### config.mk
export PLATFORM = sky130hd
export DESIGN_NAME = vga_timing_gen_flat
export DESIGN_NICKNAME = d
export VERILOG_FILES = /design/src/rtl/vga_pkg.sv /design/src/rtl/vga_timing_gen_if.sv /design/src/rtl/vga_sync_delay.sv /design/src/rtl/vga_timing_gen.sv /design/src/flat_wrapper.sv
export SDC_FILE = /design/constraint.sdc
export NUM_CORES = 1
export LEC_CHECK = 0
export ABC_AREA = 1
export BUFFER_PORTS_ARGS = -buffer_cell sky130_fd_sc_hd__buf_2
export CAP_MARGIN = 20
export CORE_ASPECT_RATIO = 1.75
export CORE_UTILIZATION = 58
export CTS_BUF_LIST = sky130_fd_sc_hd__clkbuf_8 sky130_fd_sc_hd__clkbuf_16
export DETAILED_ROUTE_END_ITERATION = 10
export GPL_TIMING_DRIVEN = 0
export PLACE_DENSITY = 0.81
export SLEW_MARGIN = 20
export SYNTH_ARGS = -nofsm -noshare
export SYNTH_HDL_FRONTEND = slang
export SYNTH_SLANG_ARGS = --single-unit
### constraint.sdc
create_clock -name Clk -period 2.1 [get_ports Clk]
set_input_delay 0.105 -clock Clk [delete_from_list [all_inputs] [get_ports Clk]]
set_output_delay 0.105 -clock Clk [all_outputs]
set_load 0.005 [all_outputs]
### src/rtl/vga_pkg.sv
// Shared types and default 640x480@60 timing for the VGA raster generator.
package vga_pkg;

  typedef logic [9:0] coord_t;

  // Field order fixes the bit layout carried through the sync delay line.
  typedef struct packed {
    logic hs_n;
    logic vs_n;
    logic active;
  } sync_t;

  localparam sync_t SYNC_IDLE = '{hs_n: 1'b1, vs_n: 1'b1, active: 1'b0};

  localparam int DEF_CLK_DIV   = 2;
  localparam int DEF_H_VISIBLE = 640;
  localparam int DEF_H_FRONT   = 16;
  localparam int DEF_H_SYNC    = 96;
  localparam int DEF_H_BACK    = 48;
  localparam int DEF_V_VISIBLE = 480;
  localparam int DEF_V_FRONT   = 10;
  localparam int DEF_V_SYNC    = 2;
  localparam int DEF_V_BACK    = 33;
  localparam int DEF_PIPE_LAT  = 1;

  function automatic int h_total(int visible, int front, int sync_w, int back);
    return visible + front + sync_w + back;
  endfunction

  function automatic int v_total(int visible, int front, int sync_w, int back);
    return visible + front + sync_w + back;
  endfunction

endpackage

### src/rtl/vga_timing_gen_if.sv
// Raster outputs of the timing generator as seen by the color mapper.
// pix_ce marks the single Clk cycle at whose end DrawX/DrawY advance; no backpressure exists.
interface vga_timing_gen_if;
  import vga_pkg::*;

  logic   pix_ce;
  logic   VGA_CLK;
  coord_t DrawX;
  coord_t DrawY;
  logic   VGA_HS;
  logic   VGA_VS;
  logic   VGA_BLANK_N;
  logic   frame_end;

  modport master (
    output pix_ce, VGA_CLK, DrawX, DrawY, VGA_HS, VGA_VS, VGA_BLANK_N, frame_end
  );

  modport slave (
    input pix_ce, VGA_CLK, DrawX, DrawY, VGA_HS, VGA_VS, VGA_BLANK_N, frame_end
  );

endinterface

### src/rtl/vga_sync_delay.sv
// Clock-enable gated shift register that realigns sync/blank with pipelined pixel data.
module vga_sync_delay #(
  parameter int             W       = 3,
  parameter int             DEPTH   = 1,
  parameter logic [W-1:0]   RST_VAL = '0
) (
  input  logic         clk,
  input  logic         rst,
  input  logic         ce,
  input  logic [W-1:0] d,
  output logic [W-1:0] q
);

  if (DEPTH == 0) begin : g_bypass
    // Zero depth still shows the idle value while held in reset.
    logic run;
    logic unused_ce;

    assign unused_ce = ce;

    always_ff @(posedge clk) begin
      if (rst) run <= 1'b0;
      else     run <= 1'b1;
    end

    assign q = run ? d : RST_VAL;
  end else begin : g_shift
    logic [W-1:0] stage [DEPTH];

    always_ff @(posedge clk) begin
      if (rst) begin
        for (int i = 0; i < DEPTH; i++) stage[i] <= RST_VAL;
      end else if (ce) begin
        stage[0] <= d;
        for (int i = 1; i < DEPTH; i++) stage[i] <= stage[i-1];
      end
    end

    assign q = stage[DEPTH-1];
  end

endmodule

### src/rtl/vga_timing_gen.sv
// VGA raster generator: pixel clock divider, h/v counters, sync/blank decode and frame tick.
module vga_timing_gen
  import vga_pkg::*;
#(
  parameter int CLK_DIV   = DEF_CLK_DIV,
  parameter int H_VISIBLE = DEF_H_VISIBLE,
  parameter int H_FRONT   = DEF_H_FRONT,
  parameter int H_SYNC    = DEF_H_SYNC,
  parameter int H_BACK    = DEF_H_BACK,
  parameter int V_VISIBLE = DEF_V_VISIBLE,
  parameter int V_FRONT   = DEF_V_FRONT,
  parameter int V_SYNC    = DEF_V_SYNC,
  parameter int V_BACK    = DEF_V_BACK,
  parameter int PIPE_LAT  = DEF_PIPE_LAT
) (
  input logic               Clk,
  input logic               Reset,
  vga_timing_gen_if.master  vga
);

  localparam int H_TOTAL  = h_total(H_VISIBLE, H_FRONT, H_SYNC, H_BACK);
  localparam int V_TOTAL  = v_total(V_VISIBLE, V_FRONT, V_SYNC, V_BACK);
  localparam int HS_START = H_VISIBLE + H_FRONT;
  localparam int HS_END   = HS_START + H_SYNC;
  localparam int VS_START = V_VISIBLE + V_FRONT;
  localparam int VS_END   = VS_START + V_SYNC;

  localparam int               DIV_W    = (CLK_DIV > 1) ? $clog2(CLK_DIV) : 1;
  localparam logic [DIV_W-1:0] DIV_LAST = DIV_W'(CLK_DIV - 1);
  localparam logic [DIV_W-1:0] DIV_HALF = DIV_W'(CLK_DIV / 2);
  localparam coord_t           H_LAST   = coord_t'(H_TOTAL - 1);
  localparam coord_t           V_LAST   = coord_t'(V_TOTAL - 1);

  if (CLK_DIV < 1 || H_TOTAL > 1024 || V_TOTAL > 1024 || PIPE_LAT < 0 || PIPE_LAT > 3)
  begin : g_bad_params
    $error("vga_timing_gen: unsupported timing parameters");
  end

  logic [DIV_W-1:0] div;
  logic             pix_ce;
  logic             vga_clk;
  logic             clk_hi;
  coord_t           hc;
  coord_t           vc;
  sync_t            raw;
  sync_t            dly;

  // With no division the pixel clock level is simply held high.
  if (CLK_DIV == 1) begin : g_hi_one
    assign clk_hi = 1'b1;
  end else begin : g_hi_div
    assign clk_hi = (div >= DIV_HALF);
  end

  always_ff @(posedge Clk) begin
    if (Reset) begin
      div     <= '0;
      pix_ce  <= 1'b0;
      vga_clk <= 1'b0;
    end else begin
      div     <= (div == DIV_LAST) ? '0 : div + 1'b1;
      pix_ce  <= (div == DIV_LAST);
      vga_clk <= clk_hi;
    end
  end

  always_ff @(posedge Clk) begin
    if (Reset) begin
      hc <= '0;
      vc <= '0;
    end else if (pix_ce) begin
      if (hc == H_LAST) begin
        hc <= '0;
        vc <= (vc == V_LAST) ? '0 : vc + 1'b1;
      end else begin
        hc <= hc + 1'b1;
      end
    end
  end

  always_comb begin
    raw        = SYNC_IDLE;
    raw.active = (32'(hc) < H_VISIBLE) && (32'(vc) < V_VISIBLE);
    raw.hs_n   = !((32'(hc) >= HS_START) && (32'(hc) < HS_END));
    raw.vs_n   = !((32'(vc) >= VS_START) && (32'(vc) < VS_END));
  end

  vga_sync_delay #(
    .W       (3),
    .DEPTH   (PIPE_LAT),
    .RST_VAL (SYNC_IDLE)
  ) u_sync_delay (
    .clk (Clk),
    .rst (Reset),
    .ce  (pix_ce),
    .d   (raw),
    .q   (dly)
  );

  assign vga.pix_ce      = pix_ce;
  assign vga.VGA_CLK     = vga_clk;
  assign vga.DrawX       = hc;
  assign vga.DrawY       = vc;
  assign vga.VGA_HS      = dly.hs_n;
  assign vga.VGA_VS      = dly.vs_n;
  assign vga.VGA_BLANK_N = dly.active;
  // Combinational so the tick shares the edge on which the counters wrap to (0,0).
  assign vga.frame_end   = pix_ce && (hc == H_LAST) && (vc == V_LAST);

endmodule

### src/flat_wrapper.sv
// flat-port wrapper written by rule: the top's interface ports become plain ports
module vga_timing_gen_flat import vga_pkg::*;
#(
  parameter int CLK_DIV   = DEF_CLK_DIV,
  parameter int H_VISIBLE = DEF_H_VISIBLE,
  parameter int H_FRONT   = DEF_H_FRONT,
  parameter int H_SYNC    = DEF_H_SYNC,
  parameter int H_BACK    = DEF_H_BACK,
  parameter int V_VISIBLE = DEF_V_VISIBLE,
  parameter int V_FRONT   = DEF_V_FRONT,
  parameter int V_SYNC    = DEF_V_SYNC,
  parameter int V_BACK    = DEF_V_BACK,
  parameter int PIPE_LAT  = DEF_PIPE_LAT
)
  (Clk, Reset, vga_pix_ce, vga_VGA_CLK, vga_DrawX, vga_DrawY, vga_VGA_HS, vga_VGA_VS, vga_VGA_BLANK_N, vga_frame_end);
  vga_timing_gen_if vga_i ();
  input logic Clk;
  input logic Reset;
  output wire logic [$bits(vga_i.pix_ce)-1:0] vga_pix_ce;
  output wire logic [$bits(vga_i.VGA_CLK)-1:0] vga_VGA_CLK;
  output wire logic [$bits(vga_i.DrawX)-1:0] vga_DrawX;
  output wire logic [$bits(vga_i.DrawY)-1:0] vga_DrawY;
  output wire logic [$bits(vga_i.VGA_HS)-1:0] vga_VGA_HS;
  output wire logic [$bits(vga_i.VGA_VS)-1:0] vga_VGA_VS;
  output wire logic [$bits(vga_i.VGA_BLANK_N)-1:0] vga_VGA_BLANK_N;
  output wire logic [$bits(vga_i.frame_end)-1:0] vga_frame_end;
  assign vga_pix_ce = vga_i.pix_ce;
  assign vga_VGA_CLK = vga_i.VGA_CLK;
  assign vga_DrawX = vga_i.DrawX;
  assign vga_DrawY = vga_i.DrawY;
  assign vga_VGA_HS = vga_i.VGA_HS;
  assign vga_VGA_VS = vga_i.VGA_VS;
  assign vga_VGA_BLANK_N = vga_i.VGA_BLANK_N;
  assign vga_frame_end = vga_i.frame_end;
  vga_timing_gen #(.CLK_DIV(CLK_DIV), .H_VISIBLE(H_VISIBLE), .H_FRONT(H_FRONT), .H_SYNC(H_SYNC), .H_BACK(H_BACK), .V_VISIBLE(V_VISIBLE), .V_FRONT(V_FRONT), .V_SYNC(V_SYNC), .V_BACK(V_BACK), .PIPE_LAT(PIPE_LAT)) u_core (.Clk(Clk), .Reset(Reset), .vga(vga_i));
endmodule
; Word level (Yosys, flattened, before mapping)
; Memories as Yosys holds them, arrays and structs flattened.
; Cells that the tools add are included.
[classes]
add_sub_neg = 3
magnitude_cmp = 7
eq_ne = 2
mux = 9
reduce_logical = 10
[op_table]
columns = cell, n
row1 = $add A10 B1 Y10 const B, 2
row2 = $eq A10 B10 Y1 const B, 2
row3 = $lt A10 B10 Y1 const B, 2
row4 = $lt A10 B9 Y1 const B, 2
row5 = $mux W10, 2
row6 = $ge A10 B10 Y1 const B, 1
row7 = $ge A10 B9 Y1 const B, 1
row8 = $mux W1, 6
row9 = $logic_and A1 B1 Y1, 5
row10 = $mux W3, 1
row11 = $reduce_or A3 Y1, 1
row12 = $logic_not A1 Y1, 2
row13 = $reduce_and A2 Y1, 1
row14 = $reduce_or A2 Y1, 1
row15 = $add A1 B1 Y1 const B, 1
row16 = $ge A1 B1 Y1 const B, 1
[totals]
reg_bits = 23
ramBits = 3
output_inout_bits = 26
mem_count = 1
[mem_list]
columns = memory, depth, width, rd, rd_clocked_by_memory_dff, wr, line_no
row1 = u_core.u_sync_delay.g_shift.stage, 1, 3, 1, 0, 1, vga_sync_delay.sv:28  ; logic [W-1:0] stage [DEPTH];

; Longest topological paths before layout
; Gate-level depths: netlist of run 1.
[depth]
word_depth = 5
depth_mapped = 9

; Hierarchy
; Synthesis of run 1 repeated with hierarchy kept, for this count alone.
[hier_totals]
hier_cells = 196
area_unflattened_um2 = 1381.3
[modules_own_cells]
columns = mod, n_inst, cells_per_inst, area_per_inst_um2, seq_area_each_um2
row1 = vga_timing_gen, 1, 182, 1247.4, 440.4
row2 = vga_sync_delay, 1, 14, 133.9, 90.1

; Worst setup path after synthesis of run 1
; OpenSTA, ideal clock, no wires.
[synth_path]
path_kind = register to register
startpoint = register u_core.hc[0], in the netlist u_core.vga.DrawX[0]
endpoint = register u_core.vc[9], in the netlist u_core.vga.DrawY[9]
setup_time_ns = 0.116
t_arrival_ns = 1.279
t_required_ns = 1.984
slack_ns = 0.704
path_stages_with_launch = 8
n_path_buf = 1
period_less_slack_ns = 1.396
path_cell_list = dfxtp_1 ha_1 inv_1 nor2_2 nand4_2 buf_6 o21ai_4 nor2_1
[synth_between]
elab_chain_cells = 2
[synth_lines]
columns = element, line_no
row1 = from (decl), vga_timing_gen.sv:43  ; coord_t hc;
row2 = from (signal assigned), vga_timing_gen.sv:76  ; hc <= hc + 1'b1;
row3 = $eq A10 B10 Y1, vga_timing_gen.sv:72  ; if (hc == H_LAST) begin
row4 = $reduce_and A2 Y1 (no line), --
row5 = to (signal assigned), vga_timing_gen.sv:74  ; vc <= (vc == V_LAST) ? '0 : vc + 1'b1;
row6 = to (decl), vga_timing_gen.sv:44  ; coord_t vc;
; Every way passes these cells.
; A chain may end at the register's enable or synchronous reset.

; Worst setup path in the final report of run 1
[layout_path]
startpoint = register u_core.hc[0], in the netlist u_core.vga.DrawX[0]
endpoint = output port vga_frame_end
[layout_between]
elab_chain_cells = 3
[layout_lines]
columns = element, line_no
row1 = $eq A10 B10 Y1, vga_timing_gen.sv:108  ; assign vga.frame_end = pix_ce && (hc == H_LAST) && (vc == V_LAST);
row2 = $logic_and A1 B1 Y1 (2 in a row), vga_timing_gen.sv:108
row3 = to (decl), flat_wrapper.sv:26  ; output wire logic [$bits(vga_i.frame_end)-1:0] vga_frame_end;
; Every way passes these cells.

==> results.json, run 1 <==
{
  "clock_sinks": 25,
  "synth_cells": 205,
  "critPathKind": "flip-flop to primary output",
  "r2r_slack_ps": 540,
  "max_slew_margin_pct": 72.7,
  "antenna_left": 0,
  "synthDistinctLibCells": 27,
  "p_comb_share_pct": 3.9,
  "worstPathMaxFanout": 10,
  "setup_viol": 0,
  "cts_buffers": 3,
  "nets": 243,
  "async_flop_share_pct": 0,
  "min-delay-start": "Reset",
  "clkPwrFrac_pct": 34.3,
  "insertion_delay_ps": 270,
  "antenna_cells": 0,
  "maxCapViolCount": 0,
  "p_per_area_nw_per_um2": 492,
  "ir_worst_vdd_mv": 0.616,
  "ys_seq_area_share_pct": 37.4,
  "core-area_sq_um": 2300,
  "whs_path_depth": 2,
  "gp_congestion": 0.819,
  "grt_pass1_wl_mm": 5.58,
  "drc_errors": 0,
  "syn-num-nets": 211,
  "crit_arrival_ps": 1760,
  "finalSetupTns_ps": 0,
  "synth_area_leaders": "dfxtp_1 (31%), nand2_1 (13%), inv_1 (7.9%)",
  "skew_ps": 8.38,
  "synth-edff-count": 3,
  "p_switching_w": 0.000172,
  "wl_per_cell_microns": 12.7,
  "synth_most_common_cell": "nand2_1",
  "drive_gt1_share_pct": 20.8,
  "syn_to_final_growth_pct": 14.9,
  "grt_pass1_vias": 1390,
  "synth-main-ff-cell": "dfxtp_1",
  "worstSetupStartpoint": "u_core.vga.DrawX[0]",
  "utilization_pct": 70.9,
  "start_util_pct": 61.7,
  "firstDrtPassIters": 4,
  "grt_max_degree": 14,
  "max_clock_freq_mhz": 535,
  "synth_area_leader_cell": "dfxtp_1",
  "gr-total-overflow": 0,
  "p_sw_share_pct": 21.4,
  "min_period_ps": 1870,
  "synth.cell_area_sq_um": 1420,
  "routed_wl_mm": 3.32,
  "crit-reg2reg-launch": "u_core.vga.DrawX[0]",
  "synth_common_cells": "nand2_1 (50), inv_1 (30), nor2_1 (25)",
  "drt_iter0_markers": 34,
  "rows": 23,
  "p_int_w": 0.000630,
  "ys_warn_count": 0,
  "status": "completed",
  "die_w_microns": 39.4,
  "cts_buffer_depth": 2,
  "vias_per_cell": 5.36,
  "end_kind": "primary output",
  "yosysTopAreaCellShare_pct": 31.0,
  "critical_path_required_ps": 2000,
  "p_leak_nw": 0.745,
  "ctsHtreeMaxLevel": 1,
  "post_cts_buffers": 0,
  "drv_slew": 0,
  "ioPinCount": 28,
  "min_period_over_period_pct": 89.0,
  "hpwl_mm": 2.64,
  "reg2reg_depth": 7,
  "cts_tree": "done",
  "via_count": 1400,
  "cts-hold-fix-buffers": 0,
  "hold_class": "input port to flip-flop",
  "clkTransAtPathRegs_ps": 90,
  "timing.rr.end": "u_core.vga.DrawY[9]",
  "critPathLaunchType": "flip-flop",
  "grt_use_total_pct": 30.1,
  "portBuffers": 27,
  "ys_seq_elements": 25,
  "die_area_sq_um": 2660,
  "rsz0062_at_grt": "false",
  "min_to": "u_core.vga.DrawY[2]",
  "syn_avg_cell_area_sq_um": 6.93,
  "fp.dieH_microns": 67.5,
  "cts-root-buf": "clkbuf_8",
  "worstMarginPinSlew_ps": 409,
  "ctsResizeCount": 0,
  "holdWs_ps": 90.5,
  "grt_antenna_before_repair": 0,
  "finalHoldViolCount": 0,
  "seqPwrFrac_pct": 61.7
}
[sequential cells by signal (all words and copies together), names as in the netlist]
signal                             cells
u_core.vga.DrawY                      10
u_core.div                             1
u_core.u_sync_delay.g_shift.stage      3
u_core.vga.VGA_CLK                     1
u_core.vga.DrawX                      10
[power by group through the flow]
stage,clock (W),combinational (W),sequential [W]
after floorplan,0,0.0000188,0.000505
after global placement,0,0.0000306,0.000506
after detailed placement,0,0.0000313,0.000507
after CTS,0.000285,0.0000317,0.000495
after global routing,0.000303,0.0000353,0.000496
final,0.000275,0.0000313,0.000495
[cell type report]
| cell class | instances | area (sq um) |
|---|---|---|
| Multi-Input combinational cell | 144 | 742 |
| Tap cell | 25 | 31.3 |
| Sequential cell | 25 | 531 |
| Buffer | 4 | 27.5 |
| Clock inverter | 1 | 3.75 |
| Clock buffer | 3 | 41.3 |
| Timing Repair Buffer | 27 | 135 |
| Fill cell | 213 | 671 |
| Inverter | 32 | 120 |
[per-stage QoR]
stage	area, sq um	total power (W)	instances	setup WS, ps
2_1_floorplan	1420	0.000524	205	704
3_3_place_gp	1590	0.000537	257	580
3_5_place_dp	1590	0.000538	257	544
4_1_cts	1630	0.000811	261	242
5_1_grt	1630	0.000835	261	110
6_report	1630	0.000802	261	231
[layout by cell type, fill, tap and decap left out, drive strengths merged]
cell type	count
buf	30
nor3b	1
o2111ai	1
nand3	14
edfxtp	3
nor4	2
o21ai	6
clkbuf	4
inv	33
ha	4
xnor2	2
nand4	9
nor3	4
nand2	56
xor2	3
nor2	30
a21oi	12
dfxtp	22
[critical path, cell delays in order (launching register included)]
cell and delay (ps):
dfxtp_1 430, ha_1 230, inv_1 60, nor2_2 140, nand4_2 180, buf_6 210, nor2_1 110, buf_2 130
[metal layers]
layer / GRT usage [%] / share of wire [%] / vias to the layer above
li1: - / - / 712
met1: 29.2 / 37 / 643
met2: 55.1 / 57 / 37
met3: 4.28 / 2.9 / 8
met4: 18.1 / 3.1 / 0
met5: 0 / 0 / -
[worst max path at each step]
stage	end	slack, ps
2_1_floorplan	u_core.vga.DrawY[9]	700
3_3_place_gp	u_core.vga.DrawY[9]	580
3_5_place_dp	vga_frame_end	540
4_1_cts	vga_frame_end	240
5_1_grt	vga_frame_end	110
6_report	vga_frame_end	230
[logic make-up (layout without fill, tap and decap cells)]
kind of cell / after synthesis / in the layout / synth area share [%]
and+or+nand+nor: 116 / 116 / 37.9
buffers and inverters: 36 / 67 / 10.4
DFF: 25 / 25 / 37.4
AOI/OAI and AO/OA: 19 / 19 / 7.75
xor gates and xnor gates: 5 / 5 / 3.08
adders and majority gates: 4 / 4 / 3.52
(Power assumes the default switching activity.)
==> inputs of run 2 (changes only) <==
--- a/config.mk
+++ b/config.mk
@@ -13,7 +13,7 @@
 export CTS_BUF_LIST = sky130_fd_sc_hd__clkbuf_8 sky130_fd_sc_hd__clkbuf_16
 export DETAILED_ROUTE_END_ITERATION = 10
 export GPL_TIMING_DRIVEN = 0
-export PLACE_DENSITY = 0.81
+export PLACE_DENSITY = 0.83
 export SLEW_MARGIN = 20
 export SYNTH_ARGS = -nofsm -noshare
 export SYNTH_HDL_FRONTEND = slang
==> constraint.sdc (replaced) <==
create_clock -name Clk -period 2.1 [get_ports Clk]
set_input_delay 0.42 -clock Clk [delete_from_list [all_inputs] [get_ports Clk]]
set_output_delay 0.42 -clock Clk [all_outputs]
set_load 0.005 [all_outputs]
==> run 2 against run 1 <==
Against the previous run: global-route usage fell by 3.3 points; clock power rose by 3%; maximum frequency fell by 8.7%; clock skew fell by 2.7 ps; setup slack got worse by 180 ps; combinational power rose by 1%.
==> results.json, run 2 (same netlist as run 1, synthesis figures left out) <==
{
  "worstMarginPinSlew_ps": 462,
  "multiInputGateArea_sq_um": 753,
  "maxCapViolCount": 0,
  "p_per_area_nw_per_um2": 491,
  "setup_ws_ps": 53.7,
  "finalSetupTns_ps": 0,
  "cts-root-buf": "clkbuf_8",
  "vias_per_cell": 5.31,
  "clock_sinks": 25,
  "antenna_cells": 0,
  "nets": 244,
  "grt_max_degree": 15,
  "drv_slew": 0,
  "rsz0062_at_grt": "false",
  "end_kind": "primary output",
  "r2r_slack_ps": 460,
  "layout_commonest_cell": "nand2_1",
  "min_period_ps": 2050,
  "via_count": 1391,
  "ioPinCount": 28,
  "placedCellCount": 257,
  "critPathLaunchType": "flip-flop",
  "antenna_left": 0,
  "cp-endpoint": "vga_frame_end",
  "hold_class": "input port to flip-flop",
  "regArea_sq_um": 533,
  "max_clock_freq_mhz": 489,
  "portBuffers": 27,
  "rows": 23,
  "min_period_over_period_pct": 97.4,
  "timing.rr.end": "u_core.vga.DrawY[9]",
  "cts_buffers": 3,
  "core-area_sq_um": 2300,
  "gr-total-overflow": 0,
  "grt_pass1_vias": 1180,
  "cts_buffer_depth": 2,
  "ctsHtreeMaxLevel": 1,
  "worstPathMaxFanout": 4,
  "critPathKind": "flip-flop to primary output",
  "die_area_sq_um": 2660,
  "drc_errors": 0,
  "utilization_pct": 71.8,
  "insertion_delay_ps": 270,
  "firstDrtPassIters": 4,
  "worstSetupStartpoint": "u_core.vga.DrawX[1]",
  "fp.dieH_microns": 67.5,
  "crit_arrival_ps": 1630,
  "place_ws_ps": 226,
  "ir_worst_vdd_mv": 0.452,
  "routed_wl_mm": 3.16,
  "layout_common_cells": "nand2_1 (50), inv_1 (30), buf_2 (28), nor2_1 (25), dfxtp_1 (20)",
  "post_layout_nonfiller_instances": 262,
  "finalPower_w": 0.000812,
  "reg2reg_depth": 8,
  "start_util_pct": 61.7,
  "gp_congestion": 0.802,
  "clkTransAtPathRegs_ps": 90,
  "cts_tree": "done",
  "fillCellCount": 217,
  "status": "completed",
  "critical_path_required_ps": 1680,
  "grt_use_total_pct": 26.7,
  "grt_antenna_before_repair": 0,
  "syn_to_final_growth_pct": 16.5,
  "crit-reg2reg-launch": "u_core.vga.DrawX[1]",
  "finalHoldViolCount": 0,
  "grt_pass1_wl_mm": 4.99,
  "drt_iter0_markers": 27,
  "hpwl_mm": 2.44,
  "die_w_microns": 39.4,
  "drive_gt1_share_pct": 22.8,
  "wl_per_cell_microns": 12.1,
  "skew_ps": 5.68,
  "p_leak_nw": 0.749,
  "setup_viol": 0,
  "max_slew_margin_pct": 69.2
}
[run 2: changes by cell type in the layout (fill, tap and decap cells not counted)]
cell | previous run | this run
buf_4 | 1 | 2
clkinv_2 | 0 | 1
dfxtp_1 | 22 | 20
dfxtp_2 | 0 | 2
ha_1 | 4 | 3
ha_2 | 0 | 1
inv_1 | 31 | 30
nand4_2 | 1 | 0
nand4_4 | 0 | 1
[run 2: worst max-delay path, cell delays in order, from the launching register on]
cell,delay [ps]
dfxtp_2,380
ha_2,210
inv_1,50
nor2_2,200
nand4_4,140
buf_6,160
nor2_1,90
buf_2,120
[run 2: cell type report]
type | instances | area share [%]
sequential | 25 | 32.2
multi-input combinational | 144 | 45.5
timing repair buffer | 28 | 8.62
buffer | 4 | 1.66
inverter | 32 | 7.26
tap | 25 | 1.89
clock inverter | 1 | 0.303
clock buffer | 3 | 2.50
[run 2: timing repair]
item	CTS	global route
resized for setup	3	1
endpoints found under the setup margin	1	1
pin swaps	0	1
hold buffers	0	0
setup buffers	1	0
gates cloned	0	0
endpoints found under the hold margin	0	0
[run 2: routing by layer]
metal	wire [microns]	track usage (%)	up-vias
met3	102	2.30	11
li1	-	-	715
met5	0	0	-
met4	97	15.5	0
met2	1680	47.5	39
met1	1290	28.7	626
[run 2: worst min-delay path by stage]
stage | start | to | slack (ps) | depth (start not counted)
2_1_floorplan | u_core.div | u_core.div | 390 | 1
3_3_place_gp | u_core.div | u_core.div | 400 | 1
3_5_place_dp | u_core.div | u_core.div | 410 | 1
4_1_cts | Reset | u_core.vga.DrawY[2] | 420 | 2
5_1_grt | Reset | u_core.vga.DrawY[2] | 430 | 2
6_report | Reset | u_core.vga.DrawY[2] | 420 | 2
[run 2: per-stage QoR]
| stage | hold slack, ps | instance area (sq um) |
|---|---|---|
| after floorplan | 393 | 1420 |
| after global placement | 404 | 1590 |
| after detailed placement | 409 | 1590 |
| after CTS | 421 | 1650 |
| after global routing | 426 | 1650 |
| final | 423 | 1650 |
[run 2: report_power, final]
part           switching (W)  internal, W  leakage, nW
registers         0.00000731     0.000489        0.203
clock network       0.000151     0.000133       0.0255
logic              0.0000204    0.0000113        0.521
==> inputs of run 3 (changes only) <==
--- a/config.mk
+++ b/config.mk
@@ -5,11 +5,9 @@
 export SDC_FILE = /design/constraint.sdc
 export NUM_CORES = 1
 export LEC_CHECK = 0
-export ABC_AREA = 1
 export BUFFER_PORTS_ARGS = -buffer_cell sky130_fd_sc_hd__buf_2
 export CAP_MARGIN = 20
-export CORE_ASPECT_RATIO = 1.75
-export CORE_UTILIZATION = 58
+export CORE_UTILIZATION = 57
 export CTS_BUF_LIST = sky130_fd_sc_hd__clkbuf_8 sky130_fd_sc_hd__clkbuf_16
 export DETAILED_ROUTE_END_ITERATION = 10
 export GPL_TIMING_DRIVEN = 0
==> run 3 against run 2 <==
Against the previous run: setup slack better by 14 ps; via count decreased by 7.4%; die area fell by 8.0%; utilization grew 11 points; final area increased by 2.6%; global-route usage up 0.83 points; maximum frequency is 0.69% higher; wire length is 10% higher; critical path depth shrank 1; highest routed layer unchanged.
==> results.json, run 3 <==
{
  "core-area_sq_um": 2040,
  "routed_wl_mm": 3.49,
  "finalSetupTns_ps": 0,
  "synth_cells": 142,
  "grt_pass1_wl_mm": 5.22,
  "whs_path_depth": 1,
  "finalPower_w": 0.000818,
  "cp_top_family": "simple AND/OR/NAND/NOR gates",
  "grt_pass1_vias": 1161,
  "post_layout_nonfiller_instances": 214,
  "status": "completed",
  "fillCellCount": 128,
  "critPathKind": "flip-flop to primary output",
  "wl_per_cell_microns": 16.3,
  "synth.cell_area_sq_um": 1280,
  "synthDistinctLibCells": 38,
  "skew_ps": 1.68,
  "clock_sinks": 25,
  "antenna_left": 0,
  "worstMarginPinSlew_ps": 673,
  "max_clock_freq_mhz": 492,
  "synth-main-ff-cell": "dfxtp_1",
  "layout_common_cells": "buf_2 (27), buf_4 (17), nor2_1 (16), nand3_1 (9)",
  "ctsHtreeMaxLevel": 1,
  "cpPeakStageDelay_ps": 510,
  "firstDrtPassIters": 4,
  "cts_tree": "done",
  "antenna_cells": 0,
  "syn-num-nets": 148,
  "min_period_ps": 2030,
  "fp.dieH_microns": 49.5,
  "ioPinCount": 28,
  "rsz0062_at_grt": "false",
  "cts_buffers": 3,
  "die_w_microns": 49.5,
  "vias_per_cell": 6.02,
  "critical_path_required_ps": 1680,
  "yosysTopAreaCellShare_pct": 34.3,
  "clkTransAtPathRegs_ps": 90,
  "crit_arrival_ps": 1610,
  "critPathLaunchType": "flip-flop",
  "worstPathMaxFanout": 4,
  "gp_congestion": 0.833,
  "rows": 16,
  "synth-edff-count": 3,
  "async_flop_share_pct": 0,
  "synth_simple_gate_area_share_pct": 35.8,
  "ys_seq_area_share_pct": 41.3,
  "start_util_pct": 62.9,
  "die_area_sq_um": 2450,
  "r2r_slack_ps": 160,
  "grt_antenna_before_repair": 0,
  "drt_iter0_markers": 58,
  "p_leak_nw": 0.671,
  "syn_avg_cell_area_sq_um": 9.04,
  "nets": 194,
  "hold_class": "flip-flop to flip-flop",
  "placedCellCount": 196,
  "synth_area_leaders": "dfxtp_1 (34%), edfxtp_1 (7.0%), nor2_1 (5.0%)",
  "crit_chain": "inv_2 -> ha_4 -> nand4_1 -> or4_4 -> nor2_2 -> buf_2",
  "grt_use_total_pct": 27.6,
  "hpwl_mm": 2.01,
  "synth_area_leader_cell": "dfxtp_1",
  "synth-adder-area-share_pct": 3.90,
  "synth.area.mux_share_pct": 0,
  "cts-hold-fix-buffers": 0,
  "utilization_pct": 83.1,
  "synth_top_family_by_area": "simple AND/OR/NAND/NOR gates",
  "syn_to_final_growth_pct": 32.3,
  "insertion_delay_ps": 270,
  "layout_commonest_cell": "buf_2",
  "synth_compound_area_share_pct": 7.80,
  "max_slew_margin_pct": 54.7,
  "grt_max_degree": 14,
  "drive_gt1_share_pct": 42.8,
  "reg2reg_depth": 6,
  "portBuffers": 27,
  "path_depth": 6,
  "worst_path_max_delay_cell": "or4_4",
  "finalHoldViolCount": 0,
  "cts_buffer_depth": 2,
  "synth_xor_area_share_pct": 7.50,
  "synth_common_cells": "dfxtp_1 (22), nor2_1 (17), nand3_1 (10)",
  "critPathBufInv": 2,
  "synth_most_common_cell": "dfxtp_1",
  "min_period_over_period_pct": 96.8,
  "setup_viol": 0,
  "maxCapViolCount": 0,
  "cts-root-buf": "clkbuf_8",
  "drv_slew": 0,
  "ir_worst_vdd_mv": 0.431,
  "p_per_area_nw_per_um2": 482,
  "drc_errors": 0,
  "ys_seq_elements": 25,
  "end_kind": "primary output",
  "via_count": 1288,
  "gr-total-overflow": 0,
  "ys_warn_count": 0
}
run 3: changes by cell type after synthesis, moves of 5 or more:
cell	before	now
nand2_1	50	8
inv_1	30	4
nor2_1	25	17
nand2_2	5	0
xnor2_1	2	7
run 3: logic make-up (layout without fill, tap and decap cells):
kind of cell	after synthesis	in the layout
AO/OA/AOI/OAI	16	16
XOR/XNOR	11	11
adder cells (fa/ha/maj)	4	4
buffers and inverters	10	55
flip-flops	25	25
AND/OR/NAND/NOR	76	76
run 3: worst register-to-register path, cell delays in order, from the launching register on:
cell,delay (ps)
dfxtp_2,370
buf_8,130
nand4_4,70
buf_4,180
or4_4,560
or4_1,410
a21oi_1,150
run 3: layout make-up:
class                      count  area, sq um  area share [%]
multi-input combinational    107          747            44.0
buffer                         5         37.5            2.21
tap                           27         33.8            1.99
clock inverter                 1         3.75           0.221
inverter                       4         17.5            1.03
clock buffer                   3         41.3            2.43
timing repair buffer          42          248            14.6
sequential                    25          569            33.5
run 3: worst paths after layout:
path | to | startpoint
setup / recovery | vga_frame_end | u_core.vga.DrawY[0]
hold / removal | u_core.div | u_core.div
setup reg to reg | u_core.vga.DrawY[9] | u_core.vga.DrawX[4]
hold reg to reg | u_core.div | u_core.div
run 3: routing by layer:
layer | GRT usage [%] | routed length, microns | vias to the layer above
li1 | - | - | 602
met1 | 33.5 | 1440 | 601
met2 | 50.0 | 1670 | 72
met3 | 1.85 | 249 | 13
met4 | 11.4 | 139 | 0
met5 | 0 | 0 | -
run 3: timing repair:
action                     in CTS  in global routing
pin swaps                       5                  3
setup endpoints to repair       1                  1
resized for setup              29                 11
buffers inserted               10                  5
hold endpoints to repair        0                  0
run 3: power breakdown:
group / switching, W / internal (W)
clock: 0.000155 / 0.000131
combinational: 0.0000217 / 0.0000192
sequential: 0.00000965 / 0.000481
total: 0.000187 / 0.000632
run 3: through the flow:
| step | instance area, sq um | setup WS (ps) | hold WS (ps) |
|---|---|---|---|
| after floorplan | 1280 | 96.2 | 385 |
| after global placement | 1450 | -45.1 | 394 |
| after detailed placement | 1450 | -91.9 | 400 |
| after CTS | 1640 | 2.38 | 412 |
| after global routing | 1700 | 6.21 | 427 |
| final | 1700 | 67.8 | 408 |
